`config.mk`:
```
export PLATFORM = sky130hd
export DESIGN_NAME = seven_seg_capture
export DESIGN_NICKNAME = d
export VERILOG_FILES = /design/src/rtl/seven_seg_capture_pkg.sv /design/src/rtl/seven_seg_pattern_decode.sv /design/src/rtl/seven_seg_capture.sv
export SDC_FILE = /design/constraint.sdc
export NUM_CORES = 1
export LEC_CHECK = 0
export CORE_MARGIN = 8
export CORE_UTILIZATION = 45
export DETAILED_ROUTE_END_ITERATION = 10
export GPL_TIMING_DRIVEN = 0
export PLACE_DENSITY = 0.7
export SETUP_SLACK_MARGIN = 0.15
export SKIP_LAST_GASP = 1
export SYNTH_ARGS = -nofsm -noshare
export SYNTH_HDL_FRONTEND = slang
export SYNTH_SLANG_ARGS = --single-unit
```
`constraint.sdc`:
```
create_clock -name clock -period 2.7 [get_ports clock]
set_clock_uncertainty 0.1 [all_clocks]
set_input_delay 0.81 -clock clock [delete_from_list [all_inputs] [get_ports clock]]
set_output_delay 0.81 -clock clock [all_outputs]
set_load 0.02 [all_outputs]
```
`src/rtl/seven_seg_capture_pkg.sv`:
```
// Shared seven-segment definitions: segment patterns (bit0=a .. bit6=g),
// the nibble reported for unrecognised patterns, and capture FSM states.
package seven_seg_capture_pkg;

    localparam logic [6:0] SEG_PATTERNS [0:15] = '{
        7'h3F, 7'h06, 7'h5B, 7'h4F, 7'h66, 7'h6D, 7'h7D, 7'h07,
        7'h7F, 7'h6F, 7'h77, 7'h7C, 7'h39, 7'h5E, 7'h79, 7'h71
    };

    localparam logic [3:0] NIBBLE_INVALID = 4'h0;

    typedef enum logic {
        COLLECT = 1'b0,
        HOLD    = 1'b1
    } cap_state_t;

    function automatic logic [6:0] seg_encode(input logic [3:0] nibble);
        return SEG_PATTERNS[nibble];
    endfunction

endpackage

```
`src/rtl/seven_seg_pattern_decode.sv`:
```
// Combinational inverse of the shared hex-to-segment table; any pattern not
// in the table is flagged invalid and reported as NIBBLE_INVALID.
module seven_seg_pattern_decode
    import seven_seg_capture_pkg::*;
(
    input  logic [6:0] pattern,
    output logic [3:0] nibble,
    output logic       invalid
);

    always_comb begin
        nibble  = NIBBLE_INVALID;
        invalid = 1'b1;
        for (int unsigned i = 0; i < 16; i++) begin
            if (pattern == SEG_PATTERNS[i]) begin
                nibble  = 4'(i);
                invalid = 1'b0;
            end
        end
    end

endmodule

```
`src/rtl/seven_seg_capture.sv`:
```
// Captures a multiplexed seven-segment display into per-digit nibbles once
// each digit's inputs have been stable long enough, then holds the frame.
module seven_seg_capture
    import seven_seg_capture_pkg::*;
#(
    parameter bit          INVERT_INPUT  = 1'b0,
    parameter int unsigned NUM_DIGITS    = 4,
    parameter int unsigned STABLE_CYCLES = 4
) (
    input  logic                    clock,
    input  logic                    reset,
    input  logic [6:0]              seg_in,
    input  logic [NUM_DIGITS-1:0]   digit_sel,
    output logic [4*NUM_DIGITS-1:0] hex_out,
    output logic [NUM_DIGITS-1:0]   digit_valid,
    output logic                    frame_valid,
    input  logic                    frame_ready,
    output logic                    error
);

    localparam logic [7:0] CNT_MAX = 8'(STABLE_CYCLES - 1);

    logic [6:0]            prev_seg;
    logic [NUM_DIGITS-1:0] prev_sel;
    logic [7:0]            stable_cnt;
    logic [6:0]            seg_eff;
    logic [3:0]            dec_nibble;
    logic                  dec_invalid;
    logic                  changed;
    logic                  stable_hit;
    logic                  capture;
    logic                  capture_en;
    logic                  accept;
    cap_state_t            state;
    cap_state_t            state_next;

    assign seg_eff = INVERT_INPUT ? ~seg_in : seg_in;

    seven_seg_pattern_decode u_decode (
        .pattern (seg_eff),
        .nibble  (dec_nibble),
        .invalid (dec_invalid)
    );

    assign changed = (seg_in != prev_seg) || (digit_sel != prev_sel);
    // Fires only on the step into saturation, so one capture per stable period;
    // a period completing while captures are disabled is simply lost.
    assign stable_hit = !changed && (stable_cnt == CNT_MAX - 8'd1);
    assign capture    = stable_hit && capture_en && $onehot(digit_sel);

    always_ff @(posedge clock or negedge reset) begin
        if (!reset) begin
            prev_seg   <= '0;
            prev_sel   <= '0;
            stable_cnt <= '0;
        end else begin
            prev_seg <= seg_in;
            prev_sel <= digit_sel;
            if (changed) begin
                stable_cnt <= '0;
            end else if (stable_cnt != CNT_MAX) begin
                stable_cnt <= stable_cnt + 8'd1;
            end
        end
    end

    always_ff @(posedge clock or negedge reset) begin
        if (!reset) begin
            state <= COLLECT;
        end else begin
            state <= state_next;
        end
    end

    always_comb begin
        state_next  = state;
        capture_en  = 1'b0;
        accept      = 1'b0;
        frame_valid = 1'b0;
        case (state)
            COLLECT: begin
                capture_en = 1'b1;
                if (&digit_valid) begin
                    state_next = HOLD;
                end
            end
            HOLD: begin
                frame_valid = 1'b1;
                if (frame_ready) begin
                    accept     = 1'b1;
                    state_next = COLLECT;
                end
            end
            default: state_next = COLLECT;
        endcase
    end

    always_ff @(posedge clock or negedge reset) begin
        if (!reset) begin
            hex_out     <= '0;
            digit_valid <= '0;
            error       <= 1'b0;
        end else if (accept) begin
            digit_valid <= '0;
            error       <= 1'b0;
        end else if (capture) begin
            for (int unsigned i = 0; i < NUM_DIGITS; i++) begin
                if (digit_sel[i]) begin
                    hex_out[4*i +: 4] <= dec_nibble;
                    digit_valid[i]    <= 1'b1;
                end
            end
            if (dec_invalid) begin
                error <= 1'b1;
            end
        end
    end

endmodule
```
Word level (Yosys, flattened, before mapping). Cells that the tools add are included.

Bits in writable memories: 0. Word-level logic and storage cells: 111. Bits in latches: 0. Memories kept: 0. Register bits after elaboration: 41. Bits of input ports: 14. ROM bits: 0.

Div/mod/pow operators: 0. Add/subtract/negate cells: 4. Mux-type cells: 49. Magnitude comparators: 0. Reductions and logical operators: 22. Shift operators: 0. Multiply operators: 0. Bitwise operators: 2. Equality and inequality tests: 21.

Operators by type and width (number): 7-bit == test, second input constant (12); 4-bit two-way mux (10); 1-bit two-way mux (30); 8-bit two-way mux (2); 7-bit by 3-bit == test with 1-bit output, second input constant (2); 7-bit by 6-bit == test with 1-bit output, second input constant (2); 2-bit nonzero test (7); 3-bit two-way mux (4); 3-bit AND reduction (4); 2-bit AND reduction (5); 8-bit by 1-bit adder with 8-bit output, second input constant (1); 8-bit by 2-bit == test with 1-bit output, second input constant (1); 8-bit by 2-bit != test with 1-bit output, second input constant (1); 7-bit != test (1); 1-bit by 1-bit adder with 2-bit output (2); 2-bit two-way mux (2); 4-bit != test (1); 4-bit AND reduction (1); 2-bit by 2-bit adder with 3-bit output (1); 3-bit by 1-bit == test with 1-bit output, second input constant (1); 1-bit logical AND (3); 1-bit NOT (2); 1-bit one-hot mux with 2 select lines (1); 1-bit logical NOT (1); 1-bit logical OR (1).

Depth between registers and ports, before layout. Gate-level depths: netlist of the first run.

Word-level depth: 20. Mapped depth: 10. Mapped depth without buffers: 10.

By module. From an unflattened synthesis of the first run, not the netlist that was laid out.

Cell total of the unflattened synthesis: 181. Area total of the unflattened synthesis: 2117.0 sq um.

Modules (own cells, without submodules): seven_seg_capture (area each 1766.7 sq um, cells each 133, times used 1); seven_seg_pattern_decode (area each 350.3 sq um, cells each 48, times used 1).

Worst setup path before layout of the first run. OpenSTA, ideal clock, no wires.

Kind: input-to-reg. Start point: input digit_sel[0]. End point: register hex_out[0]. Library setup time: 0.125 ns. Setup slack: -0.608 ns. Data required time: 2.475 ns. Arrival time: 3.083 ns. Stages on the path: 10. Path through: inv_1 > fa_1 > inv_1 > ha_1 > ha_1 > nor4b_1 > nand4_1 > nor4_4 > nand2_1 > mux2_2.

Cells in the longest elaborated chain, start to end: 7. Elaborated cells on any way between the ends: 10.

RTL lines: start, declared (RTL line seven_seg_capture.sv:13) `input logic [NUM_DIGITS-1:0] digit_sel,`; branches (longest 6 deep; another with 2-bit by 2-bit adder with 3-bit output); 3-bit AND reduction (no line) (*); end signal, assigned by index (RTL line seven_seg_capture.sv:109) `hex_out[4*i +: 4] <= dec_nibble;`; end, declared (RTL line seven_seg_capture.sv:14) `output logic [4*NUM_DIGITS-1:0] hex_out,`.

Every way passes the cells marked *. A chain may end at the register's enable or synchronous reset.

Final worst setup path of the first run.
Start point: input digit_sel[3]. End point: register hex_out[0].

Cells in the longest elaborated chain, start to end: 7. Elaborated cells on any way between the ends: 10.

RTL lines: branches (longest 5 deep; another with 2-bit by 2-bit adder with 3-bit output); 1-bit logical AND (*) (RTL line seven_seg_capture.sv:49) `assign capture = stable_hit && capture_en && $onehot(digit_sel);`; 3-bit AND reduction (no line) (*).

Marked as above.

==> impl_metrics.py, run 1 <==
metrics = {
    "layout": {
        "layout_common_cells": "dfrtp_1 (41), clkdlybuf4s50_1 (29), xnor2_1 (14), mux2_2 (14), nand2_1 (13)",
        "fin_nets": 250,
        "layout_commonest_cell": "dfrtp_1",
        "diodes": 0,
        "final_core_util_pct": 63.7,
        "drive_above_1_share_pct": 26.3,
        "final_cell_count_no_fill": 284,
        "area_growth_pct": 36.8,
    },
    "floorplan": {
        "die_y_um": 83.1,
        "core_area_mm2": 0.00435,
        "die_x_um": 83.1,
        "pin_count": 36,
        "std_cell_rows": 24,
        "initial_utilization_pct": 46.6,
        "die_area_mm2": 0.00691,
    },
    "power_and_ir_drop": {
        "power_density_mw_per_mm2": 451,
        "power_w": 0.00125,
        "vdd_drop_max_uv": 330,
        "leakage_nw": 1.25,
    },
    "critical_path": {
        "cp.required_ns": 2.79,
        "setup.worst_path.class": "in2reg",
        "cp.arrival_ns": 3.10,
        "cp-start-kind": "input pin",
        "path_max_fanout": 5,
        "cp-end-kind": "flip-flop",
    },
    "global_route": {
        "antenna_found_initial": 0,
        "grt_remaining_overflow": 0,
        "grt_max_degree": 34,
        "grt_use_total_pct": 13.7,
        "grt_pass1_wl_mm": 7.83,
        "grt_pass1_vias": 1572,
    },
    "timing": {
        "fin_crit_ns": 3.02,
        "whs_ns": 0.272,
        "worst-slew-pin-transition_ns": 0.533,
        "setup_viol": 21,
        "setup_slack_ns": -0.315,
        "hold_violations": 0,
        "slew_violations": 0,
        "fin_setup_tns_ns": -5.01,
        "max_freq_mhz": 332,
        "relSlewSlack_pct": 64.4,
        "rsz0062_at_grt": "true",
        "finalCritPeriodShare_pct": 112,
    },
    "clock_tree": {
        "cts_buffers": 5,
        "cts-htree-levels": 2,
        "cts.clk_slew.worst_paths_ns": 0.09,
        "ctsHoldBuffers": 0,
        "cts_buffer_depth": 2,
        "cts-root-buf": "clkbuf_8",
        "cts_sinks": 41,
        "cts_tree": "done",
        "clock_latency_ns": 0.29,
    },
    "routing": {
        "maxUsedRoutingLayer": "met4",
        "drc_errors": 0,
        "viasPerCell": 5.47,
        "route.met2.wl_mm": 2.22,
        "met1_length_mm": 2.13,
        "wire_per_inst_um": 16.6,
        "drt_iter0_drc": 83,
        "ant_nets": 0,
        "wl_met3_um": 347,
        "drtPass1Iterations": 4,
        "vias": 1553,
        "wl_mm": 4.73,
    },
    "logic_synthesis": {
        "synth_seq_cells": 41,
        "async_reset_ff_share_pct": 100,
        "yosys_warnings": 0,
        "ys_types": 39,
        "synth_area_mm2": 0.00203,
        "yosysSeqAreaShare_pct": 50.6,
        "synth_flop_cell": "dfrtp_1",
        "synth-edff-count": 0,
        "syn-num-nets": 201,
        "syn_area_per_cell_um2": 11.1,
        "syn_inst": 182,
    },
    "placed_design": {
        "dpl.cell_count": 270,
        "place.gp.congestion": 0.864,
        "post-dp-hpwl_mm": 3.33,
        "port_buffers": 35,
    },
    "min_path": {
        "min_path_type": "in2async",
    },
    "status": {
        "violations": "setup timing",
        "status": "finished with violations",
    },
    "flow_run": {
        "cap_violations": 0,
    },
}
## kinds of logic (layout without fill, tap and decap cells)
group / after synthesis / after routing / share of synthesized area [%]
adder cells (fa/ha/maj): 5 / 5 / 3.45
buffers and inverters: 15 / 65 / 3.27
multiplexers: 18 / 18 / 9.87
AO/OA/AOI/OAI: 17 / 17 / 5.61
flip-flops: 41 / 41 / 50.6
AND/OR/NAND/NOR: 67 / 67 / 19.0
XOR/XNOR: 19 / 19 / 8.20
## layout make-up
class	count	area [um2]
multi-input combinational	126	1030
clock buffer	5	68.8
sequential	41	1030
clock inverter	3	46.3
buffer	8	55.1
inverter	7	33.8
fill	330	1580
timing repair buffer	42	444
tap	52	65.1
## synthesized netlist by cell type, types with 2 or more instances
cell type	number	area, um2
nand3_1	9	45.0
mux2_2	16	180
o211ai_1	2	15.0
xnor2_1	14	123
xor2_1	5	43.8
and3_1	3	18.8
o21ai_0	4	20.0
mux2i_1	2	20.0
ha_1	4	50.1
nor2_1	11	41.3
a21oi_1	4	20.0
nand4_1	6	37.5
and4b_1	2	20.0
inv_1	7	26.3
nand4b_1	2	17.5
nor3_1	3	15.0
dfrtp_1	41	1030
nand2_1	18	67.6
buf_2	8	40.0
nor4_4	2	42.5
## power breakdown
group	total (W)	switching [W]	internal (W)
Sequential	0.000626	0.00000382	0.000622
Combinational	0.000134	0.0000725	0.0000617
Clock	0.000492	0.000216	0.000277
Total	0.00125	0.000292	0.000960
## worst max-delay path: stages
cell and delay [ns]:
buf_12 0.08, inv_8 0.02, fa_1 0.54, inv_1 0.05, ha_2 0.19, ha_4 0.24, nor4b_4 0.19, nand4_1 0.19
nor4_4 0.19, buf_6 0.19, nand2_4 0.09, mux2_4 0.30
## registers in the layout, summed over array words and instances (netlist names)
name / cells
hex_out: 16
prev_seg: 7
state: 1
stable_cnt: 8
error: 1
prev_sel: 4
digit_valid: 4
## per-stage QoR
step           cell area, um2  worst slack, ns
2_1_floorplan            2070           -0.421
3_3_place_gp             2490            -1.31
3_5_place_dp             2500            -1.33
4_1_cts                  2740           -0.425
5_1_grt                  2770           -0.439
6_report                 2770           -0.315
## final timing paths
kind | from | endpoint | slack, ns | cells past startpoint
min in group clock | digit_valid[0] | digit_valid[0] | 0.40 | 2
worst max-delay path | digit_sel[3] | hex_out[0] | -0.32 | 12
worst max register to register | stable_cnt[0] | hex_out[0] | 0.69 | 8
worst min register to register | digit_valid[0] | digit_valid[0] | 0.40 | 2
max in group asynchronous | reset | hex_out[3] | 1.79 | 2
worst min-delay path | reset | stable_cnt[4] | 0.27 | 1
## metal layers
layer | vias to the layer above | GRT usage, %
met5 | - | 0
met4 | 0 | 3.83
met1 | 759 | 17.7
met3 | 4 | 5.18
met2 | 49 | 20.7
li1 | 741 | -
## what timing repair did
item / CTS / global route
setup buffers: 4 / 2
resized for setup: 41 / 5
pin swaps: 4 / 2
setup endpoints to repair: 21 / 22
endpoints found under the hold margin: 0 / 0
No activity file was read; power rests on OpenSTA's default activity.
==> inputs of run 2 (changes only) <==
--- a/config.mk
+++ b/config.mk
@@ -7,6 +7,7 @@
 export LEC_CHECK = 0
 export CORE_MARGIN = 8
 export CORE_UTILIZATION = 45
+export CTS_CLUSTER_DIAMETER = 30
 export DETAILED_ROUTE_END_ITERATION = 10
 export GPL_TIMING_DRIVEN = 0
 export PLACE_DENSITY = 0.7
==> results of run 2 <==
No change in the layout: final DEF, timing and power equal those of run 1.
==> inputs of run 3 (changes only) <==
--- a/config.mk
+++ b/config.mk
@@ -10,9 +10,10 @@
 export CTS_CLUSTER_DIAMETER = 30
 export DETAILED_ROUTE_END_ITERATION = 10
 export GPL_TIMING_DRIVEN = 0
-export PLACE_DENSITY = 0.7
+export PLACE_DENSITY = 0.69
 export SETUP_SLACK_MARGIN = 0.15
 export SKIP_LAST_GASP = 1
 export SYNTH_ARGS = -nofsm -noshare
 export SYNTH_HDL_FRONTEND = slang
+export SYNTH_HIERARCHICAL = 1
 export SYNTH_SLANG_ARGS = --single-unit
==> impl_metrics.py, run 3 <==
metrics = {
    "routing": {
        "wire_per_inst_um": 16.0,
        "maxUsedRoutingLayer": "met4",
        "met1_length_mm": 2.03,
        "wl_met3_um": 129,
        "drtPass1Iterations": 4,
        "ant_nets": 0,
        "route.met2.wl_mm": 2.31,
        "viasPerCell": 5.39,
        "wl_mm": 4.57,
        "drt_iter0_drc": 75,
        "drc_errors": 0,
        "vias": 1542,
    },
    "layout": {
        "fin_nets": 250,
        "fill_cells": 382,
        "top_register": "hex_out",
        "final_core_util_pct": 62.2,
        "layout_commonest_cell": "dfrtp_1",
        "reg.largest.list": "hex_out x16, stable_cnt x8, prev_seg x7",
        "largest_reg_flops": 16,
        "drive_above_1_share_pct": 28.9,
        "regArea_mm2": 0.00103,
        "area_growth_pct": 36.1,
        "multi_input_area_mm2": 0.00114,
        "layout_common_cells": "dfrtp_1 (41), clkdlybuf4s50_1 (27), xor2_1 (15), nand2_1 (14)",
        "diodes": 0,
    },
    "floorplan": {
        "die_area_mm2": 0.00716,
        "initial_utilization_pct": 45.7,
        "core_area_mm2": 0.00463,
        "die_x_um": 84.6,
        "pin_count": 36,
        "std_cell_rows": 25,
        "die_y_um": 84.6,
    },
    "critical_path": {
        "cp.arrival_ns": 2.91,
        "cp.required_ns": 2.79,
        "path_max_fanout": 5,
        "cp-start-kind": "input pin",
        "setup.worst_path.class": "in2reg",
        "cp-end-kind": "flip-flop",
    },
    "timing": {
        "slew_violations": 0,
        "hold_violations": 0,
        "fin_setup_tns_ns": -1.57,
        "setup_slack_ns": -0.114,
        "setup_viol": 16,
        "max_freq_mhz": 355,
        "worst-slew-pin-transition_ns": 0.572,
        "relSlewSlack_pct": 61.5,
        "finalCritPeriodShare_pct": 104,
        "fin_crit_ns": 2.81,
        "rsz0062_at_grt": "true",
    },
    "clock_tree": {
        "cts-root-buf": "clkbuf_8",
        "cts_tree": "done",
        "cts_buffer_depth": 2,
        "cts_buffers": 5,
        "cts.clk_slew.worst_paths_ns": 0.08,
        "cts_sinks": 41,
        "cts-htree-levels": 2,
        "clock_latency_ns": 0.30,
    },
    "logic_synthesis": {
        "synth_compound_area_share_pct": 5.56,
        "yosysSeqAreaShare_pct": 48.5,
        "synth_simple_gate_area_share_pct": 22.4,
        "synth.top_cell.area_share_pct": 48.5,
        "synth-edff-count": 0,
        "synth_top_family_by_area": "simple AND/OR/NAND/NOR gates",
        "synth.area.mux_share_pct": 9.46,
        "yosys.area.top_type": "dfrtp_1",
        "synth_xor_area_share_pct": 7.45,
        "synthTopCellsByCount": "dfrtp_1 (41), nand2_1 (15), xor2_1 (15)",
        "synth_flop_cell": "dfrtp_1",
        "synth_most_common_cell": "dfrtp_1",
        "yosys_warnings": 6,
        "synth_adder_area_share_pct": 3.31,
        "syn_area_per_cell_um2": 11.7,
        "async_reset_ff_share_pct": 100,
        "syn_inst": 181,
        "synth_area_mm2": 0.00212,
        "synth_seq_cells": 41,
        "syn-num-nets": 200,
        "ys_types": 47,
        "synth_area_leaders": "dfrtp_1 (48%), xor2_1 (6.2%), mux2_2 (5.3%)",
    },
    "global_route": {
        "grt_pass1_vias": 1562,
        "grt_remaining_overflow": 0,
        "antenna_found_initial": 0,
        "grt_use_total_pct": 13.8,
        "grt_max_degree": 41,
        "grt_pass1_wl_mm": 7.89,
    },
    "status": {
        "status": "finished with violations",
        "violations": "setup timing",
    },
    "power_and_ir_drop": {
        "switchingPower_w": 0.000321,
        "p_clk_share_pct": 43.6,
        "p_sw_share_pct": 23.3,
        "power_density_mw_per_mm2": 479,
        "p_seq_share_pct": 45.4,
        "comb_power_share_pct": 11.0,
        "leakage_nw": 1.36,
        "vdd_drop_max_uv": 264,
        "p_int_w": 0.00106,
    },
    "placed_design": {
        "post-dp-hpwl_mm": 3.29,
        "place.gp.congestion": 0.902,
        "port_buffers": 35,
    },
    "flow_run": {
        "cap_violations": 0,
    },
    "min_path": {
        "min_path_type": "in2async",
    },
}
[run 3: changes by cell type after synthesis, sizes merged, moves of 3 or more]
cell    previous run  this run
a21oi              4         1
buf                8         3
clkbuf             0         3
nand2             18        15
nor4               3         7
xnor2             14         3
xor2               5        15
[run 3: critical path, stage by stage]
cell and delay (ns):
buf_8 0.08, inv_4 0.03, fa_1 0.52, inv_1 0.04
ha_2 0.18, ha_4 0.21, nor4b_2 0.20, and4_4 0.34
nand4_4 0.17, mux2_4 0.34
[run 3: per-layer routing]
layer,up-vias,track usage (%)
li1,756,-
met1,752,17.2
met2,26,22.2
met3,8,2.83
met4,0,6.63
met5,-,0
[run 3: layout make-up]
class	count	area share, %
Timing Repair Buffer	43	15.0
Clock buffer	5	2.39
Clock inverter	3	2.39
Tap cell	54	2.34
Buffer	6	1.56
Inverter	7	1.26
Multi-Input combinational cell	127	39.5
Sequential cell	41	35.6
[run 3: cells by family after synthesis]
group | Yosys count
fa+ha+maj | 5
mux | 18
flops | 41
xor+xnor | 18
simple gates | 72
compound gates | 14
buf+inv | 13
[run 3: stage by stage]
stage	setup WS [ns]	area [um2]	cells	hold slack, ns	power [W]
4_1_cts	-0.194	2830	283	0.191	0.00139
3_5_place_dp	-1.07	2640	271	0.390	0.000777
5_1_grt	-0.195	2880	286	0.186	0.00143
6_report	-0.114	2880	286	0.196	0.00138
2_1_floorplan	-0.310	2200	181	0.406	0.000719
3_3_place_gp	-1.08	2620	270	0.389	0.000773
[run 3: what timing repair did]
| item | in CTS | in global routing |
|---|---|---|
| pin swaps | 7 | 9 |
| hold buffers | 0 | 0 |
| setup endpoints to repair | 29 | 22 |
| buffers inserted | 4 | 3 |
| gates resized for setup | 25 | 6 |
[run 3: path summary, 6_finish.rpt]
| check | slack [ns] | endpoint | depth (start not counted) | start |
|---|---|---|---|---|
| worst max-delay path | -0.11 | hex_out[10] | 10 | digit_sel[1] |
| worst min-delay path | 0.20 | prev_seg[0] | 1 | reset |
| worst max register to register | 0.80 | hex_out[2] | 4 | prev_sel[2] |
| worst min register to register | 0.41 | hex_out[12] | 1 | hex_out[12] |
| max in group asynchronous | 1.91 | stable_cnt[7] | 2 | reset |
| min in group clock | 0.41 | hex_out[12] | 1 | hex_out[12] |
[run 3: power groups by stage]
stage	Combinational, W	Clock [W]	Sequential [W]
CTS	0.000148	0.000613	0.000625
finish	0.000152	0.000601	0.000625
floorplan	0.0000813	0	0.000637
detailed placement	0.000139	0	0.000638
global placement	0.000135	0	0.000638
global route	0.000167	0.000641	0.000626
